--- src/rtl/mc_controller.sv ---
// mc_controller: multicycle MIPS control unit (Moore FSM) with a memory
// ready/request handshake, optional bne and andi/ori decode, and an
// illegal-instruction pulse.
//
// Ports:
//   clk, reset (async, active low)
//   op, funct     - IR opcode / function fields
//   zero          - ALU zero flag (only affects pcen in BRANCH)
//   memready      - memory finishes the current access this cycle
//   memreq, iord, memwrite, irwrite, regdst, memtoreg, regwrite,
//   alusrca, alusrcb, pcsrc, pcen, sig, alucontrol - datapath controls
//   illegal       - one-cycle pulse on an undecodable op or funct
module mc_controller #(
  parameter int unsigned ALUCTRL_W     = 3,
  parameter bit          HAS_BNE       = 1'b1,
  parameter bit          HAS_LOGIC_IMM = 1'b1
) (
  input  logic                 clk,
  input  logic                 reset,
  input  logic [5:0]           op,
  input  logic [5:0]           funct,
  input  logic                 zero,
  input  logic                 memready,
  output logic                 memreq,
  output logic                 iord,
  output logic                 memwrite,
  output logic                 irwrite,
  output logic                 regdst,
  output logic                 memtoreg,
  output logic                 regwrite,
  output logic                 alusrca,
  output logic [1:0]           alusrcb,
  output logic [1:0]           pcsrc,
  output logic                 pcen,
  output logic                 sig,
  output logic [ALUCTRL_W-1:0] alucontrol,
  output logic                 illegal
);

  localparam logic [3:0] FETCH   = 4'd0;
  localparam logic [3:0] DECODE  = 4'd1;
  localparam logic [3:0] MEMADR  = 4'd2;
  localparam logic [3:0] MEMRD   = 4'd3;
  localparam logic [3:0] MEMWB   = 4'd4;
  localparam logic [3:0] MEMWR   = 4'd5;
  localparam logic [3:0] EXECUTE = 4'd6;
  localparam logic [3:0] ALUWB   = 4'd7;
  localparam logic [3:0] BRANCH  = 4'd8;
  localparam logic [3:0] IMMEX   = 4'd9;
  localparam logic [3:0] IMMWB   = 4'd10;
  localparam logic [3:0] JUMP    = 4'd11;

  localparam logic [5:0] OP_RTYPE = 6'b000000;
  localparam logic [5:0] OP_J     = 6'b000010;
  localparam logic [5:0] OP_BEQ   = 6'b000100;
  localparam logic [5:0] OP_BNE   = 6'b000101;
  localparam logic [5:0] OP_ADDI  = 6'b001000;
  localparam logic [5:0] OP_SLTI  = 6'b001010;
  localparam logic [5:0] OP_ANDI  = 6'b001100;
  localparam logic [5:0] OP_ORI   = 6'b001101;
  localparam logic [5:0] OP_LW    = 6'b100011;
  localparam logic [5:0] OP_SW    = 6'b101011;

  localparam logic [2:0] ALU_AND = 3'b000;
  localparam logic [2:0] ALU_OR  = 3'b001;
  localparam logic [2:0] ALU_ADD = 3'b010;
  localparam logic [2:0] ALU_SUB = 3'b110;
  localparam logic [2:0] ALU_SLT = 3'b111;

  logic [3:0] state_q, state_d;
  logic [2:0] alu3;
  logic       pcwrite, branch;
  logic       is_bne, is_logic_imm;

  assign is_bne       = HAS_BNE && (op == OP_BNE);
  assign is_logic_imm = HAS_LOGIC_IMM && ((op == OP_ANDI) || (op == OP_ORI));

  always_ff @(posedge clk or negedge reset) begin
    if (!reset) state_q <= FETCH;
    else        state_q <= state_d;
  end

  always_comb begin
    state_d  = state_q;
    memreq   = 1'b0;
    iord     = 1'b0;
    memwrite = 1'b0;
    irwrite  = 1'b0;
    regdst   = 1'b0;
    memtoreg = 1'b0;
    regwrite = 1'b0;
    alusrca  = 1'b0;
    alusrcb  = 2'b00;
    pcsrc    = 2'b00;
    pcwrite  = 1'b0;
    branch   = 1'b0;
    sig      = 1'b1;
    alu3     = ALU_AND;
    illegal  = 1'b0;
    case (state_q)
      FETCH: begin
        memreq  = 1'b1;
        alusrcb = 2'b01;
        alu3    = ALU_ADD;
        // Gated by reset so nothing commits while reset is held.
        irwrite = memready & reset;
        pcwrite = memready & reset;
        if (memready) state_d = DECODE;
      end
      DECODE: begin
        alusrcb = 2'b11;
        alu3    = ALU_ADD;
        if ((op == OP_LW) || (op == OP_SW))            state_d = MEMADR;
        else if (op == OP_RTYPE)                        state_d = EXECUTE;
        else if ((op == OP_BEQ) || is_bne)              state_d = BRANCH;
        else if ((op == OP_ADDI) || (op == OP_SLTI) || is_logic_imm) state_d = IMMEX;
        else if (op == OP_J)                            state_d = JUMP;
        else begin
          state_d = FETCH;
          illegal = 1'b1;
        end
      end
      MEMADR: begin
        alusrca = 1'b1;
        alusrcb = 2'b10;
        alu3    = ALU_ADD;
        state_d = (op == OP_LW) ? MEMRD : MEMWR;
      end
      MEMRD: begin
        memreq = 1'b1;
        iord   = 1'b1;
        if (memready) state_d = MEMWB;
      end
      MEMWB: begin
        regwrite = 1'b1;
        memtoreg = 1'b1;
        state_d  = FETCH;
      end
      MEMWR: begin
        memreq   = 1'b1;
        iord     = 1'b1;
        memwrite = 1'b1;
        if (memready) state_d = FETCH;
      end
      EXECUTE: begin
        alusrca = 1'b1;
        state_d = ALUWB;
        case (funct)
          6'b100000: alu3 = ALU_ADD;
          6'b100010: alu3 = ALU_SUB;
          6'b100100: alu3 = ALU_AND;
          6'b100101: alu3 = ALU_OR;
          6'b101010: alu3 = ALU_SLT;
          default: begin
            state_d = FETCH;
            illegal = 1'b1;
          end
        endcase
      end
      ALUWB: begin
        regwrite = 1'b1;
        regdst   = 1'b1;
        state_d  = FETCH;
      end
      BRANCH: begin
        alusrca = 1'b1;
        alu3    = ALU_SUB;
        pcsrc   = 2'b01;
        branch  = 1'b1;
        state_d = FETCH;
      end
      IMMEX: begin
        alusrca = 1'b1;
        alusrcb = 2'b10;
        state_d = IMMWB;
        case (op)
          OP_SLTI: alu3 = ALU_SLT;
          OP_ANDI: begin
            alu3 = ALU_AND;
            sig  = 1'b0;
          end
          OP_ORI: begin
            alu3 = ALU_OR;
            sig  = 1'b0;
          end
          default: alu3 = ALU_ADD;
        endcase
      end
      IMMWB: begin
        regwrite = 1'b1;
        state_d  = FETCH;
      end
      JUMP: begin
        pcsrc   = 2'b10;
        pcwrite = 1'b1;
        state_d = FETCH;
      end
      default: state_d = FETCH;
    endcase
  end

  // bne inverts the zero test; branch is only ever set in BRANCH.
  assign pcen       = pcwrite | (branch & (is_bne ? ~zero : zero));
  assign alucontrol = ALUCTRL_W'(alu3);

endmodule

--- config.mk ---
export PLATFORM = sky130hd
export DESIGN_NAME = mc_controller
export DESIGN_NICKNAME = d
export VERILOG_FILES = /design/src/rtl/mc_controller.sv
export SDC_FILE = /design/constraint.sdc
export NUM_CORES = 1
export LEC_CHECK = 0
export ABC_AREA = 1
export BUFFER_PORTS_ARGS = -buffer_cell sky130_fd_sc_hd__buf_4
export CELL_PAD_IN_SITES_DETAIL_PLACEMENT = 1
export CELL_PAD_IN_SITES_GLOBAL_PLACEMENT = 2
export CORE_MARGIN = 1
export CORE_UTILIZATION = 21
export CTS_CLUSTER_SIZE = 24
export DETAILED_ROUTE_END_ITERATION = 8
export GPL_TIMING_DRIVEN = 0
export PLACE_DENSITY_LB_ADDON = 0.1
export SYNTH_ARGS = -nofsm -noshare
export SYNTH_HDL_FRONTEND = slang
export SYNTH_SLANG_ARGS = --single-unit
--- constraint.sdc ---
create_clock -name clk -period 2.52 [get_ports clk]
set_clock_uncertainty 0.15 [all_clocks]
set_input_delay 0.504 -clock clk [delete_from_list [all_inputs] [get_ports clk]]
set_output_delay 0.504 -clock clk [all_outputs]
set_load 0.05 [all_outputs]
==> run summary, run 1 <==
Slowest stage cell, crit path = dlygate4sd3_1
Io pins = 34
Mapped Avg Cell Area = 5.09 µm²
Synth-to-Final Area Change = 52.0%
Largest net degree at the start of global routing = 8
Delay-heaviest family, CP = buffers and inverters
Worst skew pair latency = 0.23 ns
Mapped cell area = 672 µm²
Crit-path most repeated cell = buf_4
Max FFs per register = 4
Final Util = 33.4%
Routed len/inst = 10.9 µm
Vias in the first global route = 892
Share of cells above drive strength 1 = 30.8%
ANT nets after route = 0
First-pass GRT wire length = 3.80 mm
WP depth = 5
Horiz. Die Dim = 58.6 µm
Seq/Total Area, Yosys = 14.9%
Antenna violations before repair = 0
Required time worst endpoint = 1.87 ns
Crit end category = primary output
Hold path cells = 2
Critical path class = in -> out
Least-Margin Pin Slew = 0.276 ns
Setup violators final = 0
Routability cong. = 0.791
Worst stage delay on the critical path = 0.52 ns
1st-pass router iterations = 4
Most frequent cells in the layout = buf_4 (33), nand2_1 (28), inv_1 (26), nor2_1 (24), nand3_1 (19)
Post-synthesis cell count = 132
Final Critical Period = 2.28 ns
Largest registers = state_q x4
Initial DRC count = 13
Power density cells = 1050 mW/mm²
Clk slew on worst S/H paths = 0.03 ns
Peak supply drop = 0.641 mV
Critical-path cell list = dlygate4sd3_1, buf_4, nand2_1, o221ai_1, buf_4
Maxcap violations = 0
Leak = 0.600 nW
All-Layer GR Usage = 14.4%
Final Max Slew Viols = 0
H-tree Lvls = 1
Yosys cell types = 17
Status = finished, final reports clean
Total vias in the final route = 967
FP Rows = 20
Routed wire length = 2.33 mm
Synth warn = 0
Detailed Place HPWL = 2.04 mm
Worst endpoint data arrival time = 1.63 ns
Hold_ws = 0.422 ns
Critical path peak fanout = 5
Total nets after synthesis = 148
Initial Utilization = 22.0%
RSZ-0062 raised after global routing = no
Die H = 58.6 µm
Nets = 187
Slew margin rel. = 81.6%
CTS tree = done
Core box area = 0.00305 mm²
Worst R2R Path Depth = 8
Grt total ovfl = 0
HP Class = reg -> reg
Max Freq = 439 MHz
Commonest non-fill, non-tap cell in the layout = buf_4
Startpoint types = input port
Clock sink count = 4
Buf/Inv on CP = 3
DRC = 0
Fillers = 446
Yosys reg bits = 4
Largest Register = state_q
Vias per inst = 4.54
Final hold violation count = 0
TritonCTS buffer count = 3
Deepest clock path buffer count = 2
Die ar. = 0.00343 mm²
Period utilization = 90.5%
Antenna diode instance count = 0
IO Port Bufs = 33
Clock root cell = clkbuf_4
-- worst min-delay path: stages, from the launching register on --
cell     delay [ns]
dfrtp_1        0.38
nand3_1        0.09
nand2_1        0.06
-- synth_stat cells (all sizes together) --
library cell	n	area, µm²
a21oi	1	5.00
dfrtp	4	100
inv	29	109
nand2	31	124
nand3	20	105
nand4	3	18.8
nor2	32	133
nor3	3	15.0
o211ai	3	22.5
o21ai	3	15.0
o21bai	1	7.51
o221ai	2	17.5
-- where the power goes --
part / switching, mW / leakage [nW] / internal (mW) / total [mW]
Sequential: 0.0234 / 0.0531 / 0.0867 / 0.110
Combinational: 0.640 / 0.533 / 0.245 / 0.885
Clock: 0.0232 / 0.0138 / 0.0530 / 0.0762
-- stage by stage --
step                std cells  setup slack (ns)  total power, mW  TNS (ns)  instance area (µm²)
finish                    213             0.241             1.07         0                 1020
global route              213             0.100             1.15         0                 1020
CTS                       213             0.251             1.08         0                 1020
detailed placement        209             0.271             1.00         0                  988
global placement          209             0.284            0.990         0                  988
floorplan                 132           -0.0464            0.743   -0.0464                  686
-- final timing paths --
kind	start	end	slack, ns
min in group asynchronous	reset	state_q[0]	0.46
max	reset	pcen	0.24
max reg2reg	state_q[3]	state_q[2]	1.05
min reg2reg	state_q[0]	state_q[0]	0.42
min	state_q[0]	state_q[0]	0.42
max in group asynchronous	reset	state_q[3]	1.66
-- per-layer routing --
layer / up-vias / part of all wire [%] / global-route usage [%]
met5: - / 0 / 0
met3: 5 / 3.3 / 1.32
li1: 497 / - / -
met4: 0 / 1.2 / 4.08
met2: 25 / 45 / 24.0
met1: 440 / 50 / 19.8
-- final cells by class --
class,count,area [µm²],share of cell area (%)
Timing Repair Buffer,34,258,25.2
Clock buffer,3,22.5,2.21
Inverter,29,109,10.7
Sequential cell,4,100,9.80
Tap cell,44,55.1,5.39
Multi-Input combinational cell,99,477,46.7
-- what timing repair did --
action / 4_1_cts / 5_1_grt
resized for setup: 0 / 0
endpoints found under the hold margin: 4 / 0
buffers inserted: 0 / 0
hold buffers: 1 / 0
-- cells by family (layout without fill, tap and decap cells) --
group | after synthesis | in the layout | share of synthesized area [%]
AND/OR/NAND/NOR | 89 | 89 | 58.8
buffers and inverters | 29 | 66 | 16.2
AO/OA/AOI/OAI | 10 | 10 | 10.1
flip-flops | 4 | 4 | 14.9
No activity file was read; power rests on OpenSTA's default activity.
==> run 2: changes to the inputs <==
--- a/config.mk
+++ b/config.mk
@@ -14,7 +14,8 @@
 export CTS_CLUSTER_SIZE = 24
 export DETAILED_ROUTE_END_ITERATION = 8
 export GPL_TIMING_DRIVEN = 0
-export PLACE_DENSITY_LB_ADDON = 0.1
+export HOLD_SLACK_MARGIN = 0.08
+export PLACE_DENSITY_LB_ADDON = 0.08
 export SYNTH_ARGS = -nofsm -noshare
 export SYNTH_HDL_FRONTEND = slang
 export SYNTH_SLANG_ARGS = --single-unit
==> run summary, run 2 (same netlist as run 1, synthesis figures left out) <==
Status = finished, final reports clean
Commonest non-fill, non-tap cell in the layout = buf_4
CTS tree = done
Initial DRC count = 12
Hold path cells = 4
Required time worst endpoint = 1.87 ns
Synth-to-Final Area Change = 52.0%
ANT nets after route = 0
RR Startpoint = state_q[3]
Horiz. Die Dim = 58.6 µm
Largest registers = state_q x4
Max FFs per register = 4
Place WS = 0.261 ns
Peak supply drop = 0.602 mV
Delay-heaviest family, CP = buffers and inverters
Worst skew pair latency = 0.24 ns
Critical path class = in -> out
Least-Margin Pin Slew = 0.320 ns
Routed wire length = 2.32 mm
Clock sink count = 4
IO Port Bufs = 33
Die ar. = 0.00343 mm²
H-tree Lvls = 1
Flop2flop setup slack = 1.05 ns
Antenna diode instance count = 0
Fillers = 420
Setup Fix Bufs, Post-CTS = 0
FP Rows = 20
Multi-input logic area = 477 µm²
Clk slew on worst S/H paths = 0.03 ns
Routed len/inst = 10.9 µm
Clock root cell = clkbuf_4
Largest Register = state_q
Final Critical Period = 2.27 ns
Share of cells above drive strength 1 = 30.8%
Worst endpoint data arrival time = 1.61 ns
Worst Setup SP = op[1]
Worst R2R Path Depth = 8
Period utilization = 90.0%
Nets = 187
Io pins = 34
Deepest clock path buffer count = 2
1st-pass router iterations = 4
Largest net degree at the start of global routing = 8
Core box area = 0.00305 mm²
Startpoint types = input port
Overall power = 1.07 mW
Grt total ovfl = 0
Total vias in the final route = 934
DRC = 0
All-Layer GR Usage = 14.5%
Worst stage delay on the critical path = 0.21 ns
First-pass GRT wire length = 3.80 mm
Maxcap violations = 0
Setup violators final = 0
Reg2reg end = state_q[2]
TritonCTS buffer count = 3
Vias in the first global route = 882
RSZ-0062 raised after global routing = no
Power density cells = 1050 mW/mm²
Slew margin rel. = 78.5%
Worst Hold End = state_q[2]
Final hold violation count = 0
Routability cong. = 0.815
Vias per inst = 4.38
Initial Utilization = 22.0%
Slowest stage cell, crit path = a21oi_1
Post-CTS sizing = 0
Final Max Slew Viols = 0
HP Class = in -> reg
Critical-path cell list = buf_4, inv_1, nor2_1, nand3_1, nand3_1, a21oi_1, nand2_1, o21ai_1, buf_4
Most frequent cells in the layout = buf_4 (33), nand2_1 (28), inv_1 (26), nor2_1 (24), nand3_1 (19)
Leak = 0.600 nW
Max Freq = 441 MHz
Critical path peak fanout = 4
Buf/Inv on CP = 3
Detailed Place HPWL = 2.04 mm
Hold_sp = memready
Crit end category = primary output
Antenna violations before repair = 0
Final WS setup = 0.252 ns
Die H = 58.6 µm
FF+latch area = 100 µm²
## run 2: worst max-delay path by stage
stage                     slack, ns       endpoint  cells past startpoint
final                          0.25        illegal                      9
after global routing           0.09        illegal                      8
after detailed placement       0.26        illegal                      9
after floorplan               -0.05       regwrite                      5
after global placement         0.28        illegal                      9
after CTS                      0.24  alucontrol[1]                      6
## run 2: per-layer routing
metal | global-route usage, % | vias to the layer above | share of wire [%]
met5 | 0 | - | 0
met4 | 5.10 | 0 | 0.99
met3 | 2.42 | 2 | 3.9
met2 | 23.2 | 23 | 45
met1 | 19.7 | 418 | 50
li1 | - | 491 | -
## run 2: final cells by class
cell class / instances / share of cell area (%)
flip-flops and latches: 4 / 9.80
repair buffers: 34 / 25.2
clock buffers: 3 / 2.21
inverters: 29 / 10.7
multi-input cells: 99 / 46.7
well taps: 44 / 5.39
## run 2: through the flow
stage                     util, %  instance area, µm²  TNS, ns  hold slack [ns]  std cells
after global routing         33.4                1020        0            0.442        213
after floorplan                 -                 686  -0.0464           0.0584        132
after CTS                    33.4                1020        0            0.421        213
final                        33.4                1020        0            0.423        213
after detailed placement     32.4                 988        0            0.154        209
after global placement       32.4                 988        0            0.153        209
## run 2: repair_timing
item | in CTS | in global routing
hold buffers | 1 | 0
setup endpoints to repair | 0 | 0
endpoints found under the hold margin | 4 | 0
## run 2: where the power goes
part | total (mW) | switching (mW) | internal [mW] | leakage, nW
registers | 0.110 | 0.0236 | 0.0866 | 0.0531
logic | 0.881 | 0.635 | 0.245 | 0.533
clock network | 0.0808 | 0.0275 | 0.0533 | 0.0138
## run 2: worst reg2reg max path, cell delays in order (launching register included)
cell	delay, ns
dfrtp_1	0.40
nor2_2	0.24
inv_2	0.07
nor2_2	0.16
inv_2	0.06
nand3_2	0.08
nand2_1	0.07
nand2_1	0.07
nand2_1	0.05
